`src/rtl/mux_scan_ctrl_pkg.sv`:
```
// Shared constants for the 4:1 mux scan sequencer.
package mux_scan_ctrl_pkg;

    localparam int unsigned NCH   = 4;
    localparam int unsigned SEL_W = 2;

    localparam logic [0:0] IDLE = 1'b0;
    localparam logic [0:0] SCAN = 1'b1;

endpackage

```
`src/rtl/mux_scan_ctrl_next_ch.sv`:
```
// Priority picker: lowest enabled channel overall, or lowest enabled above cur_i.
module mux_next_ch
    import mux_scan_ctrl_pkg::*;
(
    input  logic [NCH-1:0]   m_i,
    input  logic [SEL_W-1:0] cur_i,
    input  logic             first_i,
    output logic [SEL_W-1:0] next_o,
    output logic             last_o
);

    // Descending walk so the lowest qualifying channel is the one that sticks.
    always_comb begin
        next_o = '0;
        last_o = 1'b1;
        for (int i = NCH - 1; i >= 0; i--) begin
            if (m_i[i] && (first_i || (SEL_W'(i) > cur_i))) begin
                next_o = SEL_W'(i);
                last_o = 1'b0;
            end
        end
    end

endmodule

```
`src/rtl/mux_scan_ctrl.sv`:
```
// Drives the mux select, dwells per enabled channel, samples Y and assembles a frame.
module mux_scan_ctrl
    import mux_scan_ctrl_pkg::*;
#(
    parameter int unsigned DWELL = 4,
    parameter int unsigned CNT_W = 8
) (
    input  logic             clk_i,
    input  logic             rst_i,
    input  logic             start_i,
    input  logic             cont_i,
    input  logic [NCH-1:0]   mask_i,
    input  logic             y_i,
    output logic [SEL_W-1:0] s_o,
    output logic             busy_o,
    output logic             sample_valid_o,
    output logic [SEL_W-1:0] sample_ch_o,
    output logic             sample_bit_o,
    output logic [NCH-1:0]   frame_o,
    output logic             frame_valid_o
);

    localparam logic [CNT_W-1:0] CntLoad = CNT_W'(DWELL - 1);

    logic [0:0]       state_q, state_d;
    logic [NCH-1:0]   m_q, m_d;
    logic [SEL_W-1:0] s_q, s_d;
    logic [CNT_W-1:0] cnt_q, cnt_d;
    logic [NCH-1:0]   acc_q, acc_d;
    logic [NCH-1:0]   frame_q, frame_d;
    logic             frame_valid_q, frame_valid_d;
    logic             sample_valid_q, sample_valid_d;
    logic [SEL_W-1:0] sample_ch_q, sample_ch_d;
    logic             sample_bit_q, sample_bit_d;

    logic [SEL_W-1:0] first_ch, nxt_ch;
    logic             mask_empty, nxt_last;
    logic [NCH-1:0]   acc_smp;

    // Picks the first channel of a freshly latched mask; last_o doubles as mask==0.
    mux_next_ch u_first (
        .m_i     (mask_i),
        .cur_i   (s_q),
        .first_i (1'b1),
        .next_o  (first_ch),
        .last_o  (mask_empty)
    );

    mux_next_ch u_next (
        .m_i     (m_q),
        .cur_i   (s_q),
        .first_i (1'b0),
        .next_o  (nxt_ch),
        .last_o  (nxt_last)
    );

    always_comb begin
        state_d        = state_q;
        m_d            = m_q;
        s_d            = s_q;
        cnt_d          = cnt_q;
        acc_d          = acc_q;
        frame_d        = frame_q;
        frame_valid_d  = 1'b0;
        sample_valid_d = 1'b0;
        sample_ch_d    = sample_ch_q;
        sample_bit_d   = sample_bit_q;
        acc_smp        = acc_q;
        acc_smp[s_q]   = y_i;

        case (state_q)
            IDLE: begin
                if (start_i && !mask_empty) begin
                    state_d = SCAN;
                    m_d     = mask_i;
                    s_d     = first_ch;
                    cnt_d   = CntLoad;
                    acc_d   = '0;
                end
            end
            SCAN: begin
                if (cnt_q != '0) begin
                    cnt_d = cnt_q - 1'b1;
                end else begin
                    sample_valid_d = 1'b1;
                    sample_ch_d    = s_q;
                    sample_bit_d   = y_i;
                    acc_d          = acc_smp;
                    if (!nxt_last) begin
                        s_d   = nxt_ch;
                        cnt_d = CntLoad;
                    end else begin
                        frame_d       = acc_smp;
                        frame_valid_d = 1'b1;
                        // Continuous restart begins the next frame with no gap cycle.
                        if (cont_i && !mask_empty) begin
                            m_d   = mask_i;
                            s_d   = first_ch;
                            cnt_d = CntLoad;
                            acc_d = '0;
                        end else begin
                            state_d = IDLE;
                        end
                    end
                end
            end
            default: state_d = IDLE;
        endcase
    end

    always_ff @(posedge clk_i) begin
        if (rst_i) begin
            state_q        <= IDLE;
            m_q            <= '0;
            s_q            <= '0;
            cnt_q          <= '0;
            acc_q          <= '0;
            frame_q        <= '0;
            frame_valid_q  <= 1'b0;
            sample_valid_q <= 1'b0;
            sample_ch_q    <= '0;
            sample_bit_q   <= 1'b0;
        end else begin
            state_q        <= state_d;
            m_q            <= m_d;
            s_q            <= s_d;
            cnt_q          <= cnt_d;
            acc_q          <= acc_d;
            frame_q        <= frame_d;
            frame_valid_q  <= frame_valid_d;
            sample_valid_q <= sample_valid_d;
            sample_ch_q    <= sample_ch_d;
            sample_bit_q   <= sample_bit_d;
        end
    end

    assign s_o            = s_q;
    assign busy_o         = (state_q == SCAN);
    assign sample_valid_o = sample_valid_q;
    assign sample_ch_o    = sample_ch_q;
    assign sample_bit_o   = sample_bit_q;
    assign frame_o        = frame_q;
    assign frame_valid_o  = frame_valid_q;

endmodule

```
`config.mk`:
```
export PLATFORM = sky130hd
export DESIGN_NAME = mux_scan_ctrl
export DESIGN_NICKNAME = d
export VERILOG_FILES = /design/src/rtl/mux_scan_ctrl_pkg.sv /design/src/rtl/mux_scan_ctrl_next_ch.sv /design/src/rtl/mux_scan_ctrl.sv
export SDC_FILE = /design/constraint.sdc
export NUM_CORES = 1
export LEC_CHECK = 0
export ABC_CLOCK_PERIOD_IN_PS = 2500
export CAP_MARGIN = 15
export CORE_MARGIN = 2
export CORE_UTILIZATION = 46
export CTS_CLUSTER_SIZE = 40
export DETAILED_ROUTE_END_ITERATION = 6
export PLACE_DENSITY = 0.71
export SKIP_LAST_GASP = 1
export SYNTH_ARGS = -nofsm -noshare
export SYNTH_HDL_FRONTEND = slang
export SYNTH_SLANG_ARGS = --single-unit
```
`constraint.sdc`:
```
create_clock -name clk_i -period 2.5 [get_ports clk_i]
set_input_delay 0.375 -clock clk_i [delete_from_list [all_inputs] [get_ports clk_i]]
set_output_delay 0.375 -clock clk_i [all_outputs]
set_load 0.005 [all_outputs]
```
==> results of run 1 <==
-- logic make-up after synthesis --
| family | count (synthesis) | share of synthesized area (%) |
|---|---|---|
| adders and majority gates | 1 | 0.9123 |
| muxes | 8 | 6.022 |
| DFF | 27 | 39.42 |
| AOI/OAI and AO/OA | 49 | 23.27 |
| and+or+nand+nor | 69 | 26.73 |
| buffers and inverters | 12 | 3.649 |
-- sequential cells by signal, summed over array words and instances (netlist names), 2 cells and up --
name	flops
s_o	2
acc_q	4
m_q	3
cnt_q	8
sample_ch_o	2
frame_o	4
-- power by group --
group          internal [mW]  switching [mW]
logic                  0.107           0.140
clock network         0.0612           0.132
registers              0.457          0.0324
-- metrics by stage --
stage	setup WS (ns)	area, um2	total power, mW
2_1_floorplan	0.7118	1371	0.6581
3_3_place_gp	0.2734	1602	0.7327
3_5_place_dp	0.2169	1602	0.7418
4_1_cts	0.5151	1632	0.9316
5_1_grt	0.3786	1632	0.9839
6_report	0.4868	1632	0.9304
-- synth_stat cells (2+ instances only) --
library cell and count:
nor2b_1 4, o21ai_1 4, mux2_2 2, a21oi_1 15, a211oi_1 4, a31oi_1 2, nand2_1 17, a22oi_1 4
nand3_1 4, dfxtp_1 27, nand2b_1 2, or4_1 2, o21ai_0 7, inv_1 6, and4_1 2, o31ai_1 3
o21bai_1 2, nand4_1 2, clkbuf_1 3, mux2i_1 6, nor3_1 7, or3_1 5, nor2_1 17
-- final timing paths --
path / to / slack [ns] / cells past startpoint
worst max-delay path: cnt_q[3] / 0.49 / 7
worst min-delay path: sample_ch_o[0] / 0.47 / 2
worst max register to register: cnt_q[3] / 0.49 / 7
worst min register to register: sample_ch_o[0] / 0.47 / 2
-- area by class of cell --
class | count | area [um2] | area share, %
Tap cell | 31 | 38.79 | 2.377
Clock inverter | 1 | 7.507 | 0.4601
Clock buffer | 3 | 22.52 | 1.380
Timing Repair Buffer | 22 | 215.2 | 13.19
Multi-Input combinational cell | 127 | 780.7 | 47.85
Sequential cell | 27 | 540.5 | 33.13
Inverter | 7 | 26.28 | 1.610
-- metal layers --
layer | vias to the layer above | share of wire, % | routed length (um)
met5 | - | 0 | 0
met1 | 619 | 48 | 1547
met3 | 7 | 3.4 | 108
met4 | 0 | 1.8 | 59
met2 | 33 | 46 | 1485
li1 | 656 | - | -
-- worst max-delay path, stage by stage, from the launching register on --
cell and delay (ns):
dfxtp_1 0.39, inv_1 0.05, ha_1 0.23, nand2b_1 0.28
nor4_4 0.10, and4_1 0.25, or4_1 0.50, a21oi_1 0.15
==> impl_metrics.toml, run 1 <==
[cts]
tritoncts.num_buffers = 3
cell_at_the_root_of_the_clock_tree = "clkbuf_4"
path_clk_slew_ns = 0.15
cts.repair.resized = 0
clock-sinks = 27
htree_num_levels = 1
cts.path.max_buffers = 2
insertion_delay_ns = 0.33
post_cts.repair.setup_buffers = 0
post_cts_hold_buffer_count = 0
cts_tree = "built"

[timing]
fin_crit_sh_pct = 80.53
finalCriticalPeriod_ns = 2.013
worst_pin_slew_ns = 0.5256
max_freq_mhz = 496.7
report.final.setup_viol = 0
final-hold-violation-count = 0
worst_slew_margin_rel_pct = 64.58
tns_ns = 0
finalClockSkew_ns = 0.004048
grt_setup_unrepaired = "false"
worst_hold_slack_ns = 0.4681
report.final.slew_viol_count = 0

[worst_setup_path]
reg2reg_from = "cnt_q[0]"
cp.required_ns = 2.77
setup.worst_path.start = "cnt_q[0]"
highest_fanout_seen_on_the_critical_path = 9
critPathKind = "reg -> reg"
cp.arrival_ns = 2.28
crit_path_start_kind = "register"
critical_path.endpoint_type = "register"

[grt]
grt.overflow.total = 0
grt_pass1_wl_um = 5402
pin_count_of_the_biggest_net_entering_global_routing = 17
number_of_antenna_violations_at_the_first_check_in_global_routing = 0
grt.busiest_layer = "met2"
grt_util_met1_pct = 28.43
grt.total_usage_pct = 20.67
global_route.usage.met3_pct = 3.077
number_of_global_route_vias_before_repair = 1189
grt_util_met2_pct = 32.42

[synthesis]
syn_nets = 176
syn_area_um2 = 1371
synth-edff-count = 0
synth_top_area_share_pct = 39.42
avgSynthCellArea_um2 = 8.261
asyncSetResetFlopFracSynth_pct = 0
synth.yosys.warnings = 0
synth_top_flop_cell = "dfxtp_1"
yosys.area.top_type = "dfxtp_1"
synth-seq-area-share_pct = 39.42
ys_top_cells_by_area = "dfxtp_1, a21oi_1, nand2_1"
yosys.cell_types.count = 42
synth.ff_latch_count = 27
number_of_cells_produced_by_synthesis = 166

[hold_path]
min-delay-start = "sample_ch_o[0]"
worstHoldPathType = "reg -> reg"

[layout]
layout.filler_cells = 265
mostFrequentLayoutCells = "dfxtp_1, clkdlybuf4s50_1, nor2_1, nand2_1, a21oi_1"
layout_commonest_cell = "dfxtp_1"
layout-area-overhead-vs-synth_pct = 18.98
antenna-diode-count = 0
fin_cells = 218
post-route-util_pct = 58.16
nets = 198
ratio_of_cells_with_drive_above_1_in_the_final_layout_pct = 6.417

[place]
placedCellCount = 214
port_buffers = 20
place_hpwl_um = 2448
place_congestion = 0.8991

[floorplan]
die_x_um = 58.60
rows = 19
die_height_um = 58.60
initial_core_util_pct = 48.88
core_um2 = 2805
num_io_pins = 21
die-area_um2 = 3434

[drt]
drt-pass1-iter-count = 4
avgRoutedWirePerCell_um = 14.68
postRouteWirelength_um = 3201
drc_errors = 0
via_per_inst = 6.032
dr_total_vias = 1315
initial_drc_count = 53
antenna_violating_nets_post_route = 0

[status]
status = "finished, final reports clean"

[pwr]
leakagePower_nw = 0.6195
p_per_area_nw_per_um2 = 570.2
peakVddDrop_v = 0.0003192

[run]
drv_cap = 0
No activity file was read; power rests on OpenSTA's default activity.
==> run 2, diff against run 1 <==
ABC_CLOCK_PERIOD_IN_PS = 1650   (was 2500)
PLACE_DENSITY = 0.73   (was 0.71)
clock period = 1.65 ns   (was 2.5 ns; I/O delays follow)
==> impl_metrics.toml, run 2 (synthesized netlist as in run 1, its figures left out) <==
[floorplan]
rows = 19
die_height_um = 58.60
num_io_pins = 21
core_um2 = 2805
initial_core_util_pct = 48.88
die-area_um2 = 3434
die_x_um = 58.60

[timing]
finalClockSkew_ns = 0.002766
max_freq_mhz = 558.1
grt_setup_unrepaired = "true"
tns_ns = -1.123
report.final.slew_viol_count = 0
worst_hold_slack_ns = 0.3675
fin_crit_sh_pct = 108.6
final-hold-violation-count = 0
worst_pin_slew_ns = 0.4041
finalCriticalPeriod_ns = 1.792
final_critical_path_setup_slack_ns = -0.1419
report.final.setup_viol = 11
worst_slew_margin_rel_pct = 72.88

[drt]
avgRoutedWirePerCell_um = 14.67
drt-pass1-iter-count = 6
drc_errors = 1
via_per_inst = 5.804
dr_total_vias = 1422
postRouteWirelength_um = 3595
initial_drc_count = 64
antenna_violating_nets_post_route = 0

[worst_setup_path]
highest_fanout_seen_on_the_critical_path = 3
rrSetupSlack_ns = -0.14
critPathKind = "reg -> reg"
regToRegEndpoint = "cnt_q[0]"
worstRegToRegCells = 5
critical_path.endpoint_type = "register"
reg2reg_from = "cnt_q[5]"
setup.worst_path.start = "cnt_q[5]"
crit_path_start_kind = "register"
cp.required_ns = 1.88
cp.arrival_ns = 2.02
critical_path.endpoint = "cnt_q[0]"

[cts]
path_clk_slew_ns = 0.15
tritoncts.num_buffers = 3
cell_at_the_root_of_the_clock_tree = "clkbuf_4"
post_cts_hold_buffer_count = 0
htree_num_levels = 1
clock-sinks = 27
cts_tree = "built"
insertion_delay_ns = 0.32
cts.path.max_buffers = 2

[layout]
layout.filler_cells = 218
layout-area-overhead-vs-synth_pct = 39.96
fin_cells = 245
max_ffs_per_register = 8
mostFrequentLayoutCells = "buf_4, dfxtp_1, clkdlybuf4s50_1, nand2_1, nor2_1"
top_register = "cnt_q"
nets = 225
ratio_of_cells_with_drive_above_1_in_the_final_layout_pct = 25.23
layout_commonest_cell = "buf_4"
post-route-util_pct = 68.42
antenna-diode-count = 0

[pwr]
leakagePower_nw = 0.7925
p_per_area_nw_per_um2 = 811.5
peakVddDrop_v = 0.0005039

[status]
status = "finished, violations left"
failed_checks = "design-rule violations, negative setup slack"

[place]
place_hpwl_um = 2708
port_buffers = 20
place_congestion = 0.8276
placedCellCount = 239
worst_slack_at_placement_ns = -0.5142

[grt]
number_of_antenna_violations_at_the_first_check_in_global_routing = 0
grt.overflow.total = 0
grt_pass1_wl_um = 5906
grt.total_usage_pct = 22.36
number_of_global_route_vias_before_repair = 1368
pin_count_of_the_biggest_net_entering_global_routing = 17

[run]
drv_cap = 0

[hold_path]
hold_depth = 4
worstHoldPathType = "in -> reg"
-- run 2: changes by cell type in the layout (fill, tap and decap cells not counted), sizes merged --
| cell | before | now |
|---|---|---|
| buf | 2 | 29 |
| clkdlybuf4s50 | 20 | 18 |
| dlymetal6s2s | 0 | 2 |
-- run 2: final cells by class --
type | count | area, um2 | share of cell area [%]
sequential | 27 | 546.8 | 28.49
inverter | 7 | 26.28 | 1.369
timing repair buffer | 49 | 434.2 | 22.62
tap | 31 | 38.79 | 2.021
multi-input combinational | 127 | 843.3 | 43.94
clock inverter | 1 | 7.507 | 0.3911
clock buffer | 3 | 22.52 | 1.173
-- run 2: worst min-delay path by stage --
| stage | from | endpoint | slack (ns) |
|---|---|---|---|
| detailed placement | sample_ch_o[0] | sample_ch_o[0] | 0.45 |
| CTS | sample_ch_o[0] | sample_ch_o[0] | 0.47 |
| floorplan | rst_i | s_o[1] | 0.35 |
| finish | mask_i[2] | m_q[2] | 0.37 |
| global placement | sample_ch_o[0] | sample_ch_o[0] | 0.44 |
| global route | mask_i[2] | m_q[2] | 0.39 |
-- run 2: what timing repair did --
item,in CTS,in global routing
pin swaps,3,3
cloned,0,0
endpoints found under the hold margin,0,0
endpoints found under the setup margin,23,25
resized for setup,9,12
buffers inserted,0,2
-- run 2: critical path: stages, from the launching register on --
cell and delay, ns:
dfxtp_2 0.35, or4b_4 0.54, nor4_4 0.25, nand4_1 0.25, a21oi_1 0.23, a211oi_1 0.07
-- run 2: through the flow --
step                power (mW)  instance area (um2)
floorplan                1.009                 1386
finish                   1.557                 1919
detailed placement       1.223                 1804
CTS                      1.527                 1859
global placement         1.204                 1804
global route             1.650                 1919
-- run 2: power by group --
group	total [mW]	leakage [nW]	switching (mW)	internal, mW
combinational	0.533	0.557	0.263	0.270
sequential	0.729	0.221	0.0353	0.694
clock	0.295	0.0139	0.203	0.0927
total	1.56	0.793	0.501	1.06
-- run 2: metal layers --
metal / GRT usage, % / part of all wire (%) / wire (um)
met5: 0 / 0 / 0
met4: 10.06 / 1.8 / 63
met3: 3.077 / 4.1 / 149
met2: 35.96 / 50 / 1787
met1: 29.93 / 44 / 1595
